### src/rtl/interp_pkg.sv
// Shared constants, state encoding and helpers for the interpolation tap scheduler.
package interp_pkg;

  localparam int unsigned NTAPS    = 8;
  localparam int unsigned FRAC_W   = 4;
  localparam int unsigned FRAC_MIN = 1;
  localparam int unsigned FRAC_MAX = 15;

  typedef enum logic [1:0] {
    IDLE,
    PRIME,
    RUN,
    DONE
  } state_t;

  // Fraction 0 would select the integer position, which this filter array does not produce.
  function automatic logic frac_legal(input logic [FRAC_W-1:0] f);
    return f >= FRAC_W'(FRAC_MIN);
  endfunction

endpackage

### src/rtl/interp_window_sreg.sv
// Sliding sample window: slot DEPTH-1 takes the newest sample, slot 0 holds the oldest.
module interp_window_sreg #(
  parameter int unsigned DATA_W = 32,
  parameter int unsigned DEPTH  = 8
) (
  input  logic                    clk,
  input  logic                    rst,
  input  logic                    shift_en,
  input  logic [DATA_W-1:0]       shift_in,
  output logic [DEPTH*DATA_W-1:0] win_o
);

  logic [DEPTH*DATA_W-1:0] win_q, win_d;

  // Shift the new sample in at the top slot when enabled, otherwise hold.
  always_comb begin
    win_d = win_q;
    if (shift_en) begin
      win_d = {shift_in, win_q[DEPTH*DATA_W-1:DATA_W]};
    end
  end

  // Window storage register.
  always_ff @(posedge clk) begin
    if (rst) begin
      win_q <= '0;
    end else begin
      win_q <= win_d;
    end
  end

  assign win_o = win_q;

endmodule

### src/rtl/interp_tap_scheduler.sv
// Row sequencer for the 8-tap fractional interpolation filter: primes the sample window,
// then issues one window plus fraction per output position under valid/ready.
module interp_tap_scheduler
  import interp_pkg::*;
#(
  parameter int unsigned DATA_W = 32,
  parameter int unsigned ROW_W  = 16
) (
  input  logic                    clk,
  input  logic                    rst,
  input  logic                    start,
  input  logic [FRAC_W-1:0]       frac,
  output logic                    busy,
  output logic                    done,
  output logic                    err,
  input  logic                    in_valid,
  output logic                    in_ready,
  input  logic [DATA_W-1:0]       in_data,
  output logic                    out_valid,
  input  logic                    out_ready,
  output logic [NTAPS*DATA_W-1:0] out_win,
  output logic [FRAC_W-1:0]       out_frac,
  output logic                    out_last
);

  localparam int unsigned PRIME_W = $clog2(NTAPS);
  localparam int unsigned CNT_W   = $clog2(ROW_W + 1);
  localparam logic [PRIME_W-1:0] PRIME_LAST = PRIME_W'(NTAPS - 2);
  localparam logic [CNT_W-1:0]   WIN_LAST   = CNT_W'(ROW_W - 1);

  state_t                  state_q, state_d;
  logic [FRAC_W-1:0]       frac_q, frac_d;
  logic [PRIME_W-1:0]      prime_cnt_q, prime_cnt_d;
  logic [CNT_W-1:0]        out_cnt_q, out_cnt_d;
  logic                    out_valid_q, out_valid_d;
  logic                    out_last_q, out_last_d;
  logic [NTAPS*DATA_W-1:0] out_win_q, out_win_d;
  logic                    err_q, err_d;

  logic                    in_ready_c;
  logic                    accept;
  logic                    handshake;
  logic [CNT_W-1:0]        win_idx;
  logic [NTAPS*DATA_W-1:0] win_cur;
  logic [NTAPS*DATA_W-1:0] win_shift;

  assign accept    = in_valid & in_ready_c;
  assign handshake = out_valid_q & out_ready;
  assign win_shift = {in_data, win_cur[NTAPS*DATA_W-1:DATA_W]};
  // Index of the window being accepted: a registered window still outstanding is
  // necessarily handshaking this cycle, so it is counted ahead of out_cnt.
  assign win_idx   = out_cnt_q + CNT_W'(out_valid_q);

  interp_window_sreg #(
    .DATA_W (DATA_W),
    .DEPTH  (NTAPS)
  ) u_window (
    .clk      (clk),
    .rst      (rst),
    .shift_en (accept),
    .shift_in (in_data),
    .win_o    (win_cur)
  );

  // Next-state, counter and output-register logic.
  always_comb begin
    state_d     = state_q;
    frac_d      = frac_q;
    prime_cnt_d = prime_cnt_q;
    out_cnt_d   = out_cnt_q;
    out_valid_d = out_valid_q;
    out_last_d  = out_last_q;
    out_win_d   = out_win_q;
    err_d       = 1'b0;
    in_ready_c  = 1'b0;
    case (state_q)
      IDLE: begin
        if (start) begin
          if (frac_legal(frac)) begin
            frac_d      = frac;
            prime_cnt_d = '0;
            out_cnt_d   = '0;
            out_last_d  = 1'b0;
            state_d     = PRIME;
          end else begin
            err_d = 1'b1;
          end
        end
      end
      PRIME: begin
        in_ready_c = 1'b1;
        if (in_valid) begin
          prime_cnt_d = prime_cnt_q + 1'b1;
          if (prime_cnt_q == PRIME_LAST) begin
            state_d = RUN;
          end
        end
      end
      RUN: begin
        in_ready_c = (!out_valid_q || out_ready) && !out_last_q;
        if (handshake) begin
          out_cnt_d   = out_cnt_q + 1'b1;
          out_valid_d = 1'b0;
          if (out_last_q) begin
            out_last_d = 1'b0;
            state_d    = DONE;
          end
        end
        if (accept) begin
          out_valid_d = 1'b1;
          out_win_d   = win_shift;
          out_last_d  = (win_idx == WIN_LAST);
        end
      end
      DONE: begin
        state_d = IDLE;
      end
      default: begin
        state_d = IDLE;
      end
    endcase
  end

  // State and output registers with synchronous reset.
  always_ff @(posedge clk) begin
    if (rst) begin
      state_q     <= IDLE;
      frac_q      <= '0;
      prime_cnt_q <= '0;
      out_cnt_q   <= '0;
      out_valid_q <= 1'b0;
      out_last_q  <= 1'b0;
      out_win_q   <= '0;
      err_q       <= 1'b0;
    end else begin
      state_q     <= state_d;
      frac_q      <= frac_d;
      prime_cnt_q <= prime_cnt_d;
      out_cnt_q   <= out_cnt_d;
      out_valid_q <= out_valid_d;
      out_last_q  <= out_last_d;
      out_win_q   <= out_win_d;
      err_q       <= err_d;
    end
  end

  assign busy      = (state_q == PRIME) || (state_q == RUN);
  assign done      = (state_q == DONE);
  assign err       = err_q;
  assign in_ready  = in_ready_c;
  assign out_valid = out_valid_q;
  assign out_last  = out_last_q;
  assign out_win   = out_win_q;
  assign out_frac  = frac_q;

endmodule

### config.mk
export PLATFORM = sky130hd
export DESIGN_NAME = interp_tap_scheduler
export DESIGN_NICKNAME = d
export VERILOG_FILES = /design/src/rtl/interp_pkg.sv /design/src/rtl/interp_window_sreg.sv /design/src/rtl/interp_tap_scheduler.sv
export SDC_FILE = /design/constraint.sdc
export NUM_CORES = 1
export LEC_CHECK = 0
export BUFFER_PORTS_ARGS = -buffer_cell sky130_fd_sc_hd__buf_2
export CORE_MARGIN = 8
export CORE_UTILIZATION = 46
export DETAILED_ROUTE_END_ITERATION = 12
export PLACE_DENSITY = 0.78
export SETUP_SLACK_MARGIN = 0.1
export SLEW_MARGIN = 20
export SYNTH_ARGS = -nofsm -noshare
export SYNTH_HDL_FRONTEND = slang
export SYNTH_HIERARCHICAL = 1
export SYNTH_SLANG_ARGS = --single-unit
### constraint.sdc
create_clock -name clk -period 4.3 [get_ports clk]
set_clock_uncertainty 0.2 [all_clocks]
set_input_delay 0 -clock clk [delete_from_list [all_inputs] [get_ports clk]]
set_output_delay 0 -clock clk [all_outputs]
set_load 0.01 [all_outputs]
==> metrics.txt, run 1 <==
Clk Tree Root Cell=clkbuf_16; number of diodes=0; syn_area_per_cell=approximately 9.3 um2; # setup viols final=0; CP top delay family=buffers and inverters; GP Congestion=about 0.8; post-synthesis instance area=between 0.015 and 0.02 mm2; max_slew headroom=0.347; IO Pins=~300; worst r2r src=state_q[0]; crit path cell chain=inv_1, ha_1, and3_1, o21a_4, buf_12, nand2_1, a21oi_1, dlygate4sd3_1; Hold Startpoint=in_data[0]; later-pin clock latency in the skew report=just under 0.6 ns; R2R Path End=out_win[226]; Area Growth Syn to Fin=19.4%; starting density of the core=0.467; VDD IR-drop max=~410 uV; nets=2300; sink of the worst hold path=u_window/win_o[224]; Crit Path Category=flop to flop; core area=between 0.03 and 0.04 mm2; initial antenna violation count=0; Pins Over Slew Limit=0; Worst path max stage delay=slightly above 0.6 ns; Int Pwr=7600 uW; worst path required time=between 4 and 5 ns; CTS HTree Levels=2; most common cell after layout, fill and taps aside=nand2_1; first-pass GRT wire length=76.7 mm; total global routing overflow=0; CP arrival=~3.7 ns; reg-to-reg slack, setup=about 0.89 ns; Flop pwr share=0.468; Final Critical Period=roughly 3.4 ns; element type at the critical path end=flop; MaxCap Viol Count=0; Tightest Pin Transition=around 1 ns; drt via density=~5; wire per inst=17.1 um; # DRC=0; Reg clk slew, reported paths=0.06 ns; antenna viol nets, final=0; Die W=~210 um; Sequential Area=~0.01 mm2; hold slack=0.0424 ns; Worst Path Max Fanout=84; syn_nets=around 2000; filler instances=~3300; largest net degree at the start of global routing=about 160; TritonCTS clock tree=yes; setup_tns=0 ns; combinational group share of total power=0.114; drt total wl=47.9 mm; num rows=72; final hold vios=0; DP HPWL=between 30 and 40 mm; CTS Buf Count=slightly below 50; number of global-route vias before repair=around 14000; Slowest cell on crit path=o21a_4; All-Layer GR Usage=0.199; Buf+Inv Stages, Crit Path=3; Post-Syn Instances=1953; outcome=complete, no violations; Leakage=between 0.008 and 0.009 uW; P per Cell Area=around 470 mW/mm2; setup bufs post-CTS=0; DRT Pass-1 Iters=5; RSZ-0062 raised after global routing=false; f_max=about 0.29 GHz; Switch Pwr=2530 uW; chip height=approximately 210 um; hold depth=4; die area=0.0459 mm2; fin crit share=0.792; proportion of layout cells with a drive suffix above 1=0.177; most frequent cells in the layout=527 x nand2_1, 497 x dfxtp_1, 305 x buf_2, 261 x a21oi_1, 234 x nor2_1; Multi-input gate area=just under 0.007 mm2; CTS max path bufs=3; synth warn=6; initial DRC count=between 1000 and 1500; sw frac=0.250; CTS Sinks=between 400 and 500; hold crit path type=primary input to flop; critical path launch point type=flop; clock power share=0.417; Port Buffers=306; reg2reg path depth=8; vias post-DR=between 10000 and 15000
[flip-flops by register name, summed over array words and instances, names as in the netlist]
signal,count
out_valid,1
prime_cnt_q,3
u_window/win_o,224
out_last,1
out_win,256
out_cnt_q,5
state_q,2
err,1
out_frac,4
[stage by stage]
stage	std cells	utilization	area (um2)	power, uW	setup WS [ns]
global route	2806	0.558	21600	10500	0.726
floorplan	1953	-	18100	5930	2.28
detailed placement	2647	0.498	19300	5930	1.45
global placement	2647	0.498	19300	5900	1.60
CTS	2806	0.558	21600	10200	1.01
finish	2806	0.558	21600	10100	0.893
[power groups by stage]
stage / Clock (uW) / Sequential (uW) / Combinational [uW]
2_1_floorplan: 0 / 4830 / 1090
3_3_place_gp: 0 / 4840 / 1060
6_report: 4230 / 4750 / 1160
5_1_grt: 4530 / 4750 / 1250
3_5_place_dp: 0 / 4840 / 1090
4_1_cts: 4320 / 4740 / 1150
[layout make-up]
cell class                 count  area share
tap                          518      0.0300
clock buffer                  76      0.0699
inverter                       5    0.000869
sequential                   497       0.461
timing repair buffer         388       0.114
clock inverter                14     0.00487
multi-input combinational   1308       0.320
[routing by layer]
metal,GRT usage,share of wire,vias up
met4,0.0713,0.028,0
met5,0,0,-
met3,0.0616,0.087,87
li1,-,-,6990
met1,0.257,0.43,6865
met2,0.312,0.45,510
[worst max-delay path by stage]
stage | from | endpoint | slack, ns | cells past startpoint
6_report | state_q[0] | out_win[226] | 0.89 | 8
3_5_place_dp | state_q[1] | u_window/win_o[45] | 1.45 | 7
5_1_grt | state_q[0] | out_win[226] | 0.73 | 8
3_3_place_gp | state_q[1] | u_window/win_o[50] | 1.60 | 7
4_1_cts | state_q[0] | out_win[225] | 1.01 | 8
2_1_floorplan | state_q[1] | u_window/win_o[100] | 2.28 | 10
[worst min-delay path: stages]
cell,delay (ns)
dlygate4sd3_1,0.52
buf_2,0.11
mux2i_1,0.06
nor2_1,0.08
[timing repair]
| action | in CTS | in global routing |
|---|---|---|
| hold endpoints to repair | 183 | 0 |
| gates resized for setup | 0 | 0 |
| hold buffers | 69 | 0 |
(Power assumes the default switching activity.)
==> inputs of run 2 (changes only) <==
--- a/config.mk
+++ b/config.mk
@@ -9,7 +9,7 @@
 export CORE_MARGIN = 8
 export CORE_UTILIZATION = 46
 export DETAILED_ROUTE_END_ITERATION = 12
-export PLACE_DENSITY = 0.78
+export PLACE_DENSITY = 0.81
 export SETUP_SLACK_MARGIN = 0.1
 export SLEW_MARGIN = 20
 export SYNTH_ARGS = -nofsm -noshare
==> constraint.sdc (replaced) <==
create_clock -name clk -period 3 [get_ports clk]
set_clock_uncertainty 0.2 [all_clocks]
set_input_delay 0 -clock clk [delete_from_list [all_inputs] [get_ports clk]]
set_output_delay 0 -clock clk [all_outputs]
set_load 0.01 [all_outputs]
==> metrics.txt, run 2 (synthesized netlist as in run 1, its figures left out) <==
drt total wl=48.2 mm (+0.69%); Clk Tree Root Cell=clkbuf_16; VDD IR-drop max=458 uV (+12%); CTS max path bufs=3 (unchanged); CP arrival=3.06 ns (-0.67 ns); setup_tns=0 ns (unchanged); core area=0.0387 mm2 (unchanged); Sequential Area=0.00995 mm2 (unchanged); fin cells=2803 (-0.11%); CTS Buf Count=50 (+2.0%); max_slew headroom=0.537 (+0.190); f_max=0.363 GHz (+24%); wire per inst=17.2 um (+0.80%); Port Buffers=306 (unchanged); proportion of layout cells with a drive suffix above 1=0.185 (+0.00775); total global routing overflow=0 (unchanged); GP Congestion=0.811 (+0.88%); Tightest Pin Transition=0.691 ns (-0.288 ns); # setup viols final=0 (unchanged); initial antenna violation count=1 (+1); DP HPWL=32.1 mm (+5.5%); Pins Over Slew Limit=0 (unchanged); # DRC=0 (unchanged); P per Cell Area=674 mW/mm2 (+44%); cell total after placement=2661 (+0.53%); number of global-route vias before repair=13800 (-2.9%); num rows=72 (unchanged); IO Pins=307 (unchanged); chip height=214 um (unchanged); filler instances=3306 (+0.61%); worst path required time=3.31 ns (-1.31 ns); initial DRC count=1054 (-2.6%); outcome=complete, no violations; later-pin clock latency in the skew report=0.57 ns (about the same); Finished Core Util=0.559 (+0.000904); CTS HTree Levels=2 (unchanged); drt via density=5.16 (+0.27%); starting density of the core=0.467 (unchanged); final hold vios=0 (unchanged); nets=2300 (unchanged); Die W=214 um (unchanged); element type at the critical path end=flop; reg-to-reg slack, setup=0.25 ns (-0.65 ns); max reg flops=256 (unchanged); DRT Pass-1 Iters=7 (+2); most frequent cells in the layout=527 x nand2_1, 497 x dfxtp_1, 305 x buf_2, 261 x a21oi_1, 234 x nor2_1; Final Critical Period=2.75 ns (-0.655 ns); RSZ-0062 raised after global routing=false; MaxCap Viol Count=0 (unchanged); Leakage=0.00832 uW (+0.13%); Reg clk slew, reported paths=0.06 ns (about the same); TritonCTS clock tree=yes; CTS Sinks=497 (unchanged); Area Growth Syn to Fin=19.6%; setup bufs post-CTS=0 (unchanged); first-pass GRT wire length=76.1 mm (-0.77%); Worst Path Max Fanout=26 (-69%); die area=0.0459 mm2 (unchanged); fin crit share=0.917 (+0.125); vias post-DR=14500 (+0.17%); All-Layer GR Usage=0.198 (-0.00132); largest net degree at the start of global routing=105 (-34%); critical path launch point type=flop; hold crit path type=primary input to flop; Multi-input gate area=0.00691 mm2 (unchanged); most common cell after layout, fill and taps aside=nand2_1; Crit Path Category=flop to flop; antenna viol nets, final=0 (unchanged)
-- run 2: changes by cell type in the layout (fill, tap and decap cells not counted), sizes merged --
cell	previous run	this run
dlygate4sd3	69	54
buf	319	333
clkbuf	76	71
clkinvlp	1	3
bufinv	1	0
clkinv	10	11
diode	0	1
-- run 2: critical path, cell delays in order, from the launching register on --
cell and delay [ns]:
dfxtp_1 0.39, inv_1 0.10, ha_1 0.39, and3_1 0.26, o21a_4 0.31, buf_6 0.26
nand2_1 0.10, a21oi_1 0.12, dlygate4sd3_1 0.55
-- run 2: layer usage --
layer  GRT usage  vias up  share of wire
li1            -     6967              -
met2       0.316      449           0.46
met5           0        -              0
met1       0.259     6989           0.45
met3      0.0535       71          0.073
met4      0.0610        0          0.021
-- run 2: path summary, 6_finish.rpt --
path,from,endpoint,depth (start not counted)
worst max-delay path,state_q[1],out_win[251],8
worst min-delay path,in_data[6],u_window/win_o[230],4
worst max register to register,state_q[1],out_win[251],8
worst min register to register,out_win[195],out_win[195],2
-- run 2: power by group --
group	switching, uW	internal, uW	total (uW)
clock	2540	3530	6070
combinational	1030	681	1710
sequential	100	6710	6810
total	3670	10900	14600
-- run 2: layout make-up --
class | count | area share
Antenna cell | 1 | 0.000116
Clock buffer | 71 | 0.0704
Tap cell | 518 | 0.0300
Timing Repair Buffer | 387 | 0.114
Multi-Input combinational cell | 1308 | 0.320
Sequential cell | 497 | 0.460
Clock inverter | 16 | 0.00474
Inverter | 5 | 0.000867
-- run 2: repair_timing --
item                                    in CTS  in global routing
gates resized for setup                      0                  1
endpoints found under the setup margin       0                  2
hold endpoints to repair                   229                  0
hold buffers                                54                  0
-- run 2: stage by stage --
step / cell area (um2) / total power (uW) / hold WS [ns] / setup WS, ns
after global placement: 19500 / 8520 / 0.0505 / 0.668
after CTS: 21600 / 14700 / 0.000316 / 0.209
final: 21600 / 14600 / 0.0455 / 0.248
after global routing: 21600 / 15100 / 0.0378 / 0.0998
after floorplan: 18100 / 8490 / -0.0726 / 0.980
after detailed placement: 19500 / 8580 / 0.0601 / 0.531
